## src/rtl/mem_pkg.sv

```systemverilog
// Shared encodings and helpers for the memory arbiter slice.
// Pure declarations; no logic, no state.
package mem_pkg;

  typedef enum logic [1:0] {
    ST_IDLE    = 2'd0,
    ST_ISSUE   = 2'd1,
    ST_IO_WAIT = 2'd2
  } state_t;

  typedef enum logic [1:0] {
    OWN_IF = 2'd0,
    OWN_LD = 2'd1,
    OWN_ST = 2'd2
  } owner_t;

  localparam logic [1:0] IO_HI = 2'b11;

  localparam logic [2:0] SZ_B = 3'd1;
  localparam logic [2:0] SZ_H = 3'd2;
  localparam logic [2:0] SZ_W = 3'd4;

  // Narrow loads come back zero-extended; odd sizes pass the word through untouched.
  function automatic logic [31:0] zext_load(input logic [31:0] d, input logic [2:0] sz);
    case (sz)
      SZ_B:    return {24'h0, d[7:0]};
      SZ_H:    return {16'h0, d[15:0]};
      default: return d;
    endcase
  endfunction

endpackage

```

## src/rtl/mem_arb_pick.sv

```systemverilog
// Winner select for IF/load/store: starved IF first, then store, load, IF.
// Combinational, zero latency; io_hold flags a store that must wait on the UART buffer.
module mem_arb_pick #(
  parameter int         STARVE_LIMIT = 4,
  parameter logic [1:0] IO_HI        = mem_pkg::IO_HI,
  parameter int         CW           = 3
) (
  input  logic          if_req,
  input  logic          ld_req,
  input  logic          st_req,
  input  logic [1:0]    st_region,
  input  logic          io_buffer_full,
  input  logic [CW-1:0] starve_cnt,
  output logic [2:0]    gnt,
  output logic          io_hold
);

  // gnt bit order: [0]=IF, [1]=load, [2]=store
  always_comb begin
    gnt = 3'b000;
    if (if_req && (starve_cnt == CW'(STARVE_LIMIT))) begin
      gnt[0] = 1'b1;
    end else if (st_req) begin
      gnt[2] = 1'b1;
    end else if (ld_req) begin
      gnt[1] = 1'b1;
    end else if (if_req) begin
      gnt[0] = 1'b1;
    end
  end

  assign io_hold = gnt[2] && (st_region == IO_HI) && io_buffer_full;

endmodule

```

## src/rtl/mem_arbiter.sv

```systemverilog
// Single-owner scheduler for IF/load/store in front of the byte-serial memory controller.
// Grant to mc_valid 1 cycle, done pulse 1 cycle after mc_done; rdy=0 freezes, IO stores wait in IO_WAIT.
module mem_arbiter #(
  parameter int         STARVE_LIMIT = 4,
  parameter logic [1:0] IO_HI        = mem_pkg::IO_HI
) (
  input  logic        clk,
  input  logic        rst,
  input  logic        rdy,
  input  logic        jump_rst,
  input  logic        io_buffer_full,
  input  logic        if_valid,
  input  logic [31:0] if_addr,
  output logic        if_done,
  output logic [31:0] if_data,
  input  logic        ld_valid,
  input  logic [31:0] ld_addr,
  input  logic [2:0]  ld_size,
  output logic        ld_done,
  output logic [31:0] ld_data,
  input  logic        st_valid,
  input  logic [31:0] st_addr,
  input  logic [2:0]  st_size,
  input  logic [31:0] st_wdata,
  output logic        st_done,
  output logic        mc_valid,
  output logic        mc_write,
  output logic [31:0] mc_addr,
  output logic [2:0]  mc_size,
  output logic [31:0] mc_wdata,
  input  logic        mc_done,
  input  logic [31:0] mc_rdata
);
  import mem_pkg::*;

  localparam int CW = $clog2(STARVE_LIMIT + 1);

  state_t        state_q, state_d;
  owner_t        owner_q, win_own;
  logic [CW-1:0] starve_q;
  logic          discard_q;
  logic [2:0]    gnt;
  logic          io_hold;
  logic          grant;
  logic          flush_spec;
  logic [31:0]   win_addr;
  logic [2:0]    win_size;
  logic [31:0]   win_wdata;

  // A flush blocks speculative IF/load grants in the same cycle; committed stores still go.
  mem_arb_pick #(
    .STARVE_LIMIT (STARVE_LIMIT),
    .IO_HI        (IO_HI),
    .CW           (CW)
  ) u_pick (
    .if_req         (if_valid && !jump_rst),
    .ld_req         (ld_valid && !jump_rst),
    .st_req         (st_valid),
    .st_region      (st_addr[17:16]),
    .io_buffer_full (io_buffer_full),
    .starve_cnt     (starve_q),
    .gnt            (gnt),
    .io_hold        (io_hold)
  );

  assign grant      = (state_q == ST_IDLE) && (gnt != 3'b000);
  assign flush_spec = jump_rst && (owner_q != OWN_ST);

  always_comb begin
    win_own   = OWN_IF;
    win_addr  = if_addr;
    win_size  = SZ_W;
    win_wdata = 32'h0;
    if (gnt[2]) begin
      win_own   = OWN_ST;
      win_addr  = st_addr;
      win_size  = st_size;
      win_wdata = st_wdata;
    end else if (gnt[1]) begin
      win_own   = OWN_LD;
      win_addr  = ld_addr;
      win_size  = ld_size;
    end
  end

  always_comb begin
    state_d = state_q;
    case (state_q)
      ST_IDLE: begin
        if (grant) state_d = io_hold ? ST_IO_WAIT : ST_ISSUE;
      end
      ST_IO_WAIT: begin
        if (flush_spec)           state_d = ST_IDLE;
        else if (!io_buffer_full) state_d = ST_ISSUE;
      end
      ST_ISSUE: begin
        if (mc_done) state_d = ST_IDLE;
      end
      default: state_d = ST_IDLE;
    endcase
  end

  always_ff @(posedge clk or negedge rst) begin
    if (!rst) begin
      state_q   <= ST_IDLE;
      owner_q   <= OWN_IF;
      starve_q  <= '0;
      discard_q <= 1'b0;
      mc_valid  <= 1'b0;
      mc_write  <= 1'b0;
      mc_addr   <= 32'h0;
      mc_size   <= 3'd0;
      mc_wdata  <= 32'h0;
      if_done   <= 1'b0;
      if_data   <= 32'h0;
      ld_done   <= 1'b0;
      ld_data   <= 32'h0;
      st_done   <= 1'b0;
    end else if (!rdy) begin
      if_done <= 1'b0;
      ld_done <= 1'b0;
      st_done <= 1'b0;
    end else begin
      state_q <= state_d;
      if_done <= 1'b0;
      ld_done <= 1'b0;
      st_done <= 1'b0;

      if (jump_rst) begin
        starve_q <= '0;
      end else if (grant) begin
        if (gnt[0])                                          starve_q <= '0;
        else if (if_valid && (starve_q != CW'(STARVE_LIMIT))) starve_q <= starve_q + CW'(1);
      end

      // Requester fields are captured once here and never re-read until completion.
      if (grant) begin
        owner_q  <= win_own;
        mc_write <= gnt[2];
        mc_addr  <= win_addr;
        mc_size  <= win_size;
        mc_wdata <= win_wdata;
        mc_valid <= !io_hold;
      end

      if ((state_q == ST_IO_WAIT) && (state_d == ST_ISSUE)) mc_valid <= 1'b1;

      if (state_q == ST_ISSUE) begin
        if (flush_spec) discard_q <= 1'b1;
        if (mc_done) begin
          mc_valid  <= 1'b0;
          discard_q <= 1'b0;
          if (!(discard_q || flush_spec)) begin
            case (owner_q)
              OWN_IF: begin
                if_done <= 1'b1;
                if_data <= mc_rdata;
              end
              OWN_LD: begin
                ld_done <= 1'b1;
                ld_data <= zext_load(mc_rdata, mc_size);
              end
              default: st_done <= 1'b1;
            endcase
          end
        end
      end
    end
  end

endmodule

```

## config.mk

```make
export PLATFORM = sky130hd
export DESIGN_NAME = mem_arbiter
export DESIGN_NICKNAME = d
export VERILOG_FILES = /design/src/rtl/mem_pkg.sv /design/src/rtl/mem_arb_pick.sv /design/src/rtl/mem_arbiter.sv
export SDC_FILE = /design/constraint.sdc
export NUM_CORES = 1
export LEC_CHECK = 0
export ABC_CLOCK_PERIOD_IN_PS = 1700
export BUFFER_PORTS_ARGS = -buffer_cell sky130_fd_sc_hd__buf_2
export CELL_PAD_IN_SITES_DETAIL_PLACEMENT = 1
export CELL_PAD_IN_SITES_GLOBAL_PLACEMENT = 1
export CORE_MARGIN = 3
export CORE_UTILIZATION = 36
export CTS_BUF_LIST = sky130_fd_sc_hd__clkbuf_4 sky130_fd_sc_hd__clkbuf_8
export DETAILED_ROUTE_END_ITERATION = 8
export GPL_TIMING_DRIVEN = 0
export PLACE_DENSITY_LB_ADDON = 0.1
export SETUP_SLACK_MARGIN = 0.02
export SLEW_MARGIN = 40
export SYNTH_ARGS = -nofsm -noshare
export SYNTH_HDL_FRONTEND = slang
export SYNTH_SLANG_ARGS = --single-unit
export TNS_END_PERCENT = 50
```

## constraint.sdc

```tcl
create_clock -name clk -period 1.7 [get_ports clk]
set_input_delay 0.255 -clock clk [delete_from_list [all_inputs] [get_ports clk]]
set_output_delay 0.255 -clock clk [all_outputs]
set_load 0.05 [all_outputs]
```

==> results of run 1 <==
-- Yosys cell counts, types with 8 or more instances --
cell,instances,area [um^2]
o211ai_2,10,125
buf_2,10,50.1
mux2i_1,32,320
o211ai_1,22,165
inv_1,8,30.0
nor2_1,11,41.3
nand2_1,153,574
nand3_1,49,245
o21ai_0,22,110
nand3_2,18,180
dfrtp_1,143,3580
clkbuf_1,8,30.0
buf_6,17,191
o21ai_1,10,50.1
mux2_4,37,556
-- cell usage in the layout (no fill, tap or decap), types with 6 or more instances in the layout --
cell type and instances:
buf_2 315, nand2_1 153, dfrtp_1 141, nand3_1 47
mux2_4 37, o211ai_1 22, o21ai_0 22, nand3_2 19
mux2i_1 19, clkbuf_8 17, buf_6 15, nor2_1 10
o21ai_1 10, o211ai_2 10, buf_4 8, mux2i_2 7
dlygate4sd3_1 7, inv_1 6, buf_8 6, mux2i_4 6
clkbuf_1 6, clkinv_4 6
-- worst max-delay path: stages (launching register included) --
cell     delay [ns]
dfrtp_2        0.45
and4b_4        0.40
nand3_4        0.15
buf_6          0.22
mux2_4         0.30
-- routing by layer --
| metal | vias to the layer above | wire [um] |
|---|---|---|
| li1 | 2745 | - |
| met1 | 2892 | 9330 |
| met2 | 244 | 11600 |
| met3 | 38 | 1780 |
| met4 | 0 | 556 |
| met5 | - | 0 |
-- stage by stage --
step                      cells  setup WS (ns)  total power, uW  util [%]
after global routing       1182       0.000353            17400      51.7
final                      1182         0.0558            16600      51.7
after CTS                  1181        0.00943            16700      51.0
after detailed placement   1138         -0.287            13600      47.4
after floorplan             601          0.116            11300         -
after global placement     1137          -1.72            13400      47.2
-- area by class of cell --
| class | count | area share (%) |
|---|---|---|
| inverters | 8 | 0.320 |
| repair buffers | 322 | 18.3 |
| well taps | 229 | 3.05 |
| clock inverters | 14 | 1.96 |
| multi-input cells | 406 | 31.4 |
| clock buffers | 18 | 2.57 |
| plain buffers | 42 | 4.22 |
| flip-flops and latches | 143 | 38.2 |
-- power by group --
part,internal [uW],total (uW),switching (uW)
Sequential,4560,5290,732
Clock,1500,2940,1450
Combinational,2200,8340,6140
Total,8260,16600,8320
-- final timing paths --
check,startpoint,endpoint,cells after the start
setup / recovery,state_q[1]$_DFFE_PN0P_,if_data[8]$_DFFE_PN0P_,4
hold / removal,st_wdata[8],mc_wdata[8]$_DFFE_PN0P_,3
setup reg to reg,state_q[1]$_DFFE_PN0P_,if_data[8]$_DFFE_PN0P_,4
hold reg to reg,mc_wdata[31]$_DFFE_PN0P_,mc_wdata[31]$_DFFE_PN0P_,2
max in group asynchronous,rst,mc_wdata[0]$_DFFE_PN0P_,3
min in group asynchronous,rst,if_data[20]$_DFFE_PN0P_,2
-- flip-flops by register name, indices dropped and copies added, names as in the netlist --
signal     count
discard_q      1
if_data       32
if_done        1
ld_data       32
ld_done        1
mc_addr       32
mc_size        3
mc_valid       1
mc_wdata      32
mc_write       1
owner_q        1
st_done        1
starve_q       3
state_q        2
-- cell families (layout without fill, tap and decap cells) --
family          after synthesis  in the layout  share of synthesized area (%)
fa+ha+maj                     2              2                          0.372
simple gates                249            249                           17.9
buf+inv                      52            404                           5.56
xor+xnor                      1              1                          0.130
compound gates               81             81                           9.22
flops                       143            143                           53.1
mux                          73             73                           13.7
-- what timing repair did --
action,CTS,global route
pin swaps,1,1
gates cloned,1,0
endpoints found under the setup margin,61,93
resized for setup,25,31
endpoints found under the hold margin,72,0
hold buffers,7,0
setup buffers,3,3
==> results.toml, run 1 <==
[critical_path]
critPathKind = "reg2reg"
critPathArrivalTime_ns = 1.97
cp.required_ns = 2.03
end_kind = "flop"
start_kind = "flop"
worstPathMaxFanout = 10
reg2reg_setup_slack_ns = 0.06

[power_and_ir_drop]
p_leak_uw = 0.00517
ir_worst_vdd_mv = 0.979
powerDensity_nw_per_um2 = 1770

[global_route]
grt_pass1_wl_mm = 35.8
busiest_layer = "met2"
grt_pass1_vias = 6578
track_usage_pct = 22.6
grt_max_degree = 78
grt_use_met2_pct = 38.8
antenna_found_initial = 0
grt-ovfl-total = 0
met3_usage_pct = 6.43
grtUsageMet1_pct = 27.2

[finish]
fillers = 2091
seqCellArea_um2 = 3580
fin_nets = 1117
syn_to_final_growth_pct = 39.3
drive_gt1_share_pct = 50.8
insertedDiodeCount = 0
multi_input_area_um2 = 2940
postLayoutCellArea_um2 = 9380

[clocking]
cts_root_buffer = "clkbuf_8"
clkTransAtPathRegs_ns = 0.10
cts_buffer_depth = 2
cts_tree = "built"
cts_sinks = 143
worstSkewPairLatency_ns = 0.46
cts_max_level = 4
cts_buffers = 17

[logic_synthesis]
ys_seq_area_share_pct = 53.1
synth_top_flop_cell = "dfrtp_1"
async_flop_share_pct = 100
synthDistinctLibCells = 47
synth_cells = 601
synth_area_um2 = 6730
syn_nets = 778
synth-seq-cells = 143
yosys_warnings = 0
synth_edf_count = 0
synth_area_per_cell_um2 = 11.2

[floorplanning]
die_w_um = 143
rows = 49
initial_core_util_pct = 37.1
num_io_pins = 311
die_y_um = 143
core_um2 = 18100
die-area_um2 = 20400

[sta]
setup_viol = 0
setup-tns-final_ns = 0
fin_crit_sh_pct = 96.7
rsz0062_at_grt = "yes"
worst_hold_slack_ns = 0.0228
period_needed_ns = 1.64
tightest_slew_ns = 0.555
max_freq_mhz = 608
skew_ns = 0.0182
drv_slew = 0
max_slew_margin_pct = 63.0
hold_viol_final = 0

[drt]
first_pass_iters = 4
dr.first_iter.drc_count = 226
ant_nets = 0
vias = 5919
finalWirelength_mm = 23.3
drc = 0
post_drt_wl_per_cell_um = 19.7
routed_via_density = 5.01

[placed_design]
gp_congestion = 0.824
io_buffers = 307
hpwl_mm = 17.8
postPlaceCellArea_um2 = 8590

[min_path]
min_path_type = "in2reg"

[outcome]
status = "finished, final reports clean"

[flow_run]
drv_cap = 0
(Power assumes the default switching activity.)
==> run 2: changes to the inputs <==
- ABC_AREA: unset -> 1
- CORE_UTILIZATION: 36 -> 34
- SLEW_MARGIN: 40 -> 0
==> run 2 against run 1 <==
  * The run now ends with setup timing left
  * Area after synthesis is 0.93% lower
  * Global-route usage is 0.26 points higher
  * Cell count is 27% higher
  * Total power is 3.6% lower
  * Non-clock buffer count is 57 higher
  * Synthesized cell count is 39% higher
  * Via count is 18% higher
  * Sequential power hardly changed
  * Critical path depth is 9 higher
  * Critical endpoint is now mc_wdata[20]$_DFFE_PN0P_
==> results.toml, run 2 <==
[logic_synthesis]
syn_nets = 1014
synth_top_flop_cell = "dfrtp_1"
yosysMostFrequentCell = "nand2_1"
synth.area.top_cells = "dfrtp_1 (54%), nand2_1 (22%), nand3_1 (4.7%), o21ai_0 (4.4%), inv_1 (3.2%)"
synth_area_per_cell_um2 = 7.97
ys_seq_area_share_pct = 53.6
synth_area_um2 = 6670
yosys_warnings = 0
synth_cells = 837
synth_top_area_cell = "dfrtp_1"
synthDistinctLibCells = 28
synth_top_area_share_pct = 53.6
synthTopCellsByCount = "nand2_1 (393), dfrtp_1 (143), nand3_1 (62), o21ai_0 (58), inv_1 (57)"
synth-seq-cells = 143
synth_edf_count = 0
async_flop_share_pct = 100

[critical_path]
slowest_stage = "dfrtp_1"
start_kind = "flop"
crit_top_cell = "nand2_4"
end_kind = "flop"
cp.required_ns = 2.04
critPathMaxStageDelay_ns = 0.40
cp_top_family = "simple AND/OR/NAND/NOR gates"
cp_num_buf_inv = 5
critPathKind = "reg2reg"
path_cells = "inv_2 > ha_4 > nand2_2 > inv_2 > nand2_4 > nand4_4 > nand2_4 > nor2_4 > inv_4 > buf_12 > clkbuf_16 > nand2_4 > nand2_1"
worstPathMaxFanout = 8
critPathArrivalTime_ns = 2.09

[finish]
fillers = 2428
drive_gt1_share_pct = 44.2
final_common_cell = "buf_2"
mostFrequentLayoutCells = "buf_2 (313), nand2_1 (309), dfrtp_1 (141), nand2_2 (73), nand3_1 (59)"
multi_input_area_um2 = 2930
seqCellArea_um2 = 3580
syn_to_final_growth_pct = 55.0
fin_nets = 1408
fin_cells = 1507

[floorplanning]
initial_core_util_pct = 35.1
die-area_um2 = 21300
core_um2 = 19000
die_w_um = 146
num_io_pins = 311
die_y_um = 146
rows = 50

[clocking]
clkTransAtPathRegs_ns = 0.10
cts_root_buffer = "clkbuf_8"
cts_buffers = 17
worstSkewPairLatency_ns = 0.46
cts_sinks = 143
cts_max_level = 4
cts_buffer_depth = 2
cts_tree = "built"

[global_route]
antenna_found_initial = 3
grt_pass1_wl_mm = 39.0
grt_max_degree = 81
grt_pass1_vias = 7438
track_usage_pct = 22.8
grt-ovfl-total = 0

[drt]
first_pass_iters = 4
post_drt_wl_per_cell_um = 16.8
vias = 7010
finalWirelength_mm = 25.3
wl_met2_mm = 13.3
routed_via_density = 4.65
m1WireLength_mm = 9.81
met3_length_mm = 1.70
dr.first_iter.drc_count = 225
ant_nets = 0
routed.top_layer = "met5"
drc = 0

[placed_design]
hpwl_mm = 18.0
io_buffers = 309
gp_congestion = 0.793
post-place-cells = 1407

[sta]
hold_viol_final = 0
tightest_slew_ns = 0.631
skew_ns = 0.0191
setup-tns-final_ns = -0.646
max_freq_mhz = 573
setup_ws_ns = -0.0438
drv_slew = 0
setup_viol = 42
rsz0062_at_grt = "yes"
fin_crit_sh_pct = 103
period_needed_ns = 1.74
max_slew_margin_pct = 57.9

[flow_run]
drv_cap = 0

[power_and_ir_drop]
p_leak_uw = 0.00594
finalPower_uw = 16000
ir_worst_vdd_mv = 0.589
powerDensity_nw_per_um2 = 1550

[outcome]
violations = "setup timing"
status = "finished with violations"

[min_path]
min_path_type = "in2reg"
## run 2: changes by cell type after synthesis, moves of 18 or more
cell | before | now
nand3_2 | 18 | 0
o211ai_1 | 22 | 0
inv_1 | 8 | 57
mux2i_1 | 32 | 0
nand2_1 | 153 | 393
mux2_4 | 37 | 0
o21ai_0 | 22 | 58
## run 2: worst min-delay path, stage by stage
cell and delay (ns):
buf_2 0.08, nand3_1 0.07, nand2_1 0.05
## run 2: report_power, final
group / switching (uW) / internal (uW)
registers: 799 / 4510
clock network: 1520 / 1250
logic: 5910 / 2000
total: 8220 / 7760
## run 2: routing by layer
layer | track usage, % | vias to the layer above
li1 | - | 3410
met1 | 26.1 | 3337
met2 | 40.9 | 229
met3 | 6.92 | 32
met4 | 7.20 | 2
met5 | 0 | -
## run 2: cells by family after synthesis
logic type	synth area share [%]
adder cells (fa/ha/maj)	0.375
XOR/XNOR	0.131
AND/OR/NAND/NOR	30.1
AO/OA/AOI/OAI	7.37
buffers and inverters	8.35
flip-flops	53.6
## run 2: per-stage QoR
stage / setup WS (ns) / hold WS [ns] / area, um^2 / util, %
detailed placement: -0.360 / 0.303 / 8580 / 45.1
floorplan: 0.0374 / -0.0406 / 6670 / -
global route: -0.135 / 0.0159 / 10300 / 54.3
global placement: -2.14 / 0.458 / 8540 / 44.9
finish: -0.0438 / 0.0268 / 10300 / 54.4
CTS: -0.0300 / 0.000576 / 9700 / 51.0
## run 2: path summary, 6_finish.rpt
kind / start / endpoint / slack (ns) / cells past startpoint
worst min-delay path: st_wdata[27] / mc_wdata[27]$_DFFE_PN0P_ / 0.03 / 3
max in group asynchronous: rst / mc_wdata[19]$_DFFE_PN0P_ / 0.50 / 3
worst min register to register: if_data[5]$_DFFE_PN0P_ / if_data[5]$_DFFE_PN0P_ / 0.48 / 2
worst max register to register: starve_q[1]$_DFFE_PN0P_ / mc_wdata[20]$_DFFE_PN0P_ / -0.04 / 13
min in group asynchronous: rst / if_data[1]$_DFFE_PN0P_ / 0.36 / 2
worst max-delay path: starve_q[1]$_DFFE_PN0P_ / mc_wdata[20]$_DFFE_PN0P_ / -0.04 / 13
## run 2: layout make-up
class,instances,share of cell area [%]
Timing Repair Buffer,376,22.7
Inverter,63,2.53
Antenna cell,3,0.0726
Sequential cell,143,34.6
Buffer,45,4.76
Clock inverter,14,1.43
Multi-Input combinational cell,585,28.3
Tap cell,260,3.15
Clock buffer,18,2.40
## run 2: what timing repair did
action                                  4_1_cts  5_1_grt
gates resized for setup                      79      140
hold buffers                                 35        0
hold endpoints to repair                     97        0
setup buffers                                14       10
cloned                                        2        6
endpoints found under the setup margin      134      134
pin swaps                                     7       33
==> run 3: changes to the inputs <==
- MAX_ROUTING_LAYER: unset -> met4
==> run 3 against run 2 <==
  * The run still ends with setup timing left
  * Critical path depth did not move
  * Clock skew rose by 0.00053 ns
  * Total power barely moved
  * Fmax fell by 0.11%
  * Sequential cell count did not move
  * Sequential share of layout area barely moved
  * Cell count barely moved
  * Largest cell class unchanged
  * Largest power group unchanged
  * Highest routed layer is now met4
==> results.toml, run 3 (same netlist as run 2, synthesis figures left out) <==
[outcome]
status = "finished with violations"
violations = "setup timing"

[drt]
dr.first_iter.drc_count = 217
first_pass_iters = 4
finalWirelength_mm = 25.4
drc = 0
post_drt_wl_per_cell_um = 16.8
ant_nets = 0
routed_via_density = 4.66
vias = 7030

[global_route]
grt_max_degree = 81
grt_pass1_vias = 7463
track_usage_pct = 23.5
grt-ovfl-total = 0
antenna_found_initial = 3
grt_pass1_wl_mm = 39.0

[placed_design]
io_buffers = 309
postPlaceCellArea_um2 = 8580
gp_congestion = 0.805
hpwl_mm = 18.0
post-place-cells = 1407
place_ws_ns = -0.360

[finish]
mostFrequentLayoutCells = "buf_2 (313), nand2_1 (311), dfrtp_1 (141), nand2_2 (71), nand3_1 (59)"
final_common_cell = "buf_2"
fin_cells = 1508
drive_gt1_share_pct = 44.1
fin_nets = 1408
syn_to_final_growth_pct = 54.9
postLayoutCellArea_um2 = 10300
final_util_pct = 54.3

[sta]
hold_viol_final = 0
setup_viol = 40
period_needed_ns = 1.75
setup-tns-final_ns = -0.636
tightest_slew_ns = 0.632
fin_crit_sh_pct = 103
rsz0062_at_grt = "yes"
max_slew_margin_pct = 57.8
skew_ns = 0.0196
max_freq_mhz = 573
setup_ws_ns = -0.0457
drv_slew = 0

[power_and_ir_drop]
power_frac_comb_pct = 49.5
pwr-share-seq_pct = 33.2
powerDensity_nw_per_um2 = 1550
switching_share_pct = 51.4
p_sw_uw = 8220
p_int_uw = 7760
power_frac_clock_pct = 17.3
p_leak_uw = 0.00594
ir_worst_vdd_mv = 0.591

[critical_path]
end_kind = "flop"
crit_top_cell = "nand2_4"
critPathMaxStageDelay_ns = 0.40
critPathKind = "reg2reg"
start_kind = "flop"
rr_endpoint = "mc_wdata[20]$_DFFE_PN0P_"
reg2reg_depth = 13
crit_path_end = "mc_wdata[20]$_DFFE_PN0P_"
reg2reg_setup_slack_ns = -0.05
critPathArrivalTime_ns = 2.09
path_cells = "inv_2 > ha_4 > nand2_2 > inv_2 > nand2_4 > nand4_4 > nand2_4 > nor2_4 > inv_4 > buf_12 > clkbuf_16 > nand2_4 > nand2_1"
worstPathMaxFanout = 8
cp.required_ns = 2.05
startpoint = "starve_q[1]$_DFFE_PN0P_"
slowest_stage = "dfrtp_1"
timing.rr.start = "starve_q[1]$_DFFE_PN0P_"

[floorplanning]
initial_core_util_pct = 35.1
die-area_um2 = 21300
die_w_um = 146
die_y_um = 146
num_io_pins = 311
core_um2 = 19000
rows = 50

[clocking]
cts_root_buffer = "clkbuf_8"
cts_sinks = 143
clkTransAtPathRegs_ns = 0.10
cts_max_level = 4
worstSkewPairLatency_ns = 0.46
cts_tree = "built"
cts_buffers = 17
cts_buffer_depth = 2

[flow_run]
drv_cap = 0

[min_path]
min_path_type = "in2reg"
[run 3: per-layer routing]
metal	vias up	GRT usage (%)	wire length, um
met2	229	41.0	13300
met5	-	-	0
met4	0	7.20	562
met1	3355	26.5	9940
li1	3410	-	-
met3	36	6.33	1530
[run 3: worst min path at each step]
stage	start	endpoint	slack, ns	cells after the start
floorplan	rst	discard_q$_DFFE_PN0P_	-0.04	0
global placement	mc_wdata[20]$_DFFE_PN0P_	mc_wdata[20]$_DFFE_PN0P_	0.46	2
detailed placement	rst	if_data[0]$_DFFE_PN0P_	0.30	1
CTS	st_wdata[4]	mc_wdata[4]$_DFFE_PN0P_	0.0006	3
global route	st_wdata[22]	mc_wdata[22]$_DFFE_PN0P_	0.01	3
finish	st_wdata[27]	mc_wdata[27]$_DFFE_PN0P_	0.02	3
[run 3: what timing repair did]
item	CTS	global route
gates cloned	2	6
hold endpoints to repair	97	0
setup buffers	14	10
pin swaps	7	30
setup endpoints to repair	134	134
hold buffers	35	0
resized for setup	79	136
[run 3: metrics by stage]
step / total power, uW / hold WS (ns)
2_1_floorplan: 10400 / -0.0406
3_3_place_gp: 12400 / 0.458
3_5_place_dp: 12500 / 0.303
4_1_cts: 15600 / 0.000576
5_1_grt: 16800 / 0.0110
6_report: 16000 / 0.0246
[run 3: worst max-delay path: cells and delay by family (launching register included)]
kind          cells  cell delay (ns)
buf+inv           5             0.55
flops             1             0.40
simple gates      7             0.56
fa+ha+maj         1             0.13
[run 3: power groups by stage]
stage	Clock, uW	Sequential [uW]	Combinational (uW)
floorplan	0	8990	1420
global placement	0	5160	7260
detailed placement	0	5180	7350
CTS	2830	5150	7620
global route	2990	5450	8380
finish	2760	5300	7910
[run 3: layout make-up]
| class | count | area, um^2 |
|---|---|---|
| antenna | 4 | 10.0 |
| buffer | 45 | 492 |
| clock buffer | 18 | 248 |
| clock inverter | 14 | 148 |
| fill | 2426 | 8680 |
| inverter | 63 | 262 |
| multi-input combinational | 585 | 2920 |
| sequential | 143 | 3580 |
| tap | 260 | 325 |
| timing repair buffer | 376 | 2350 |
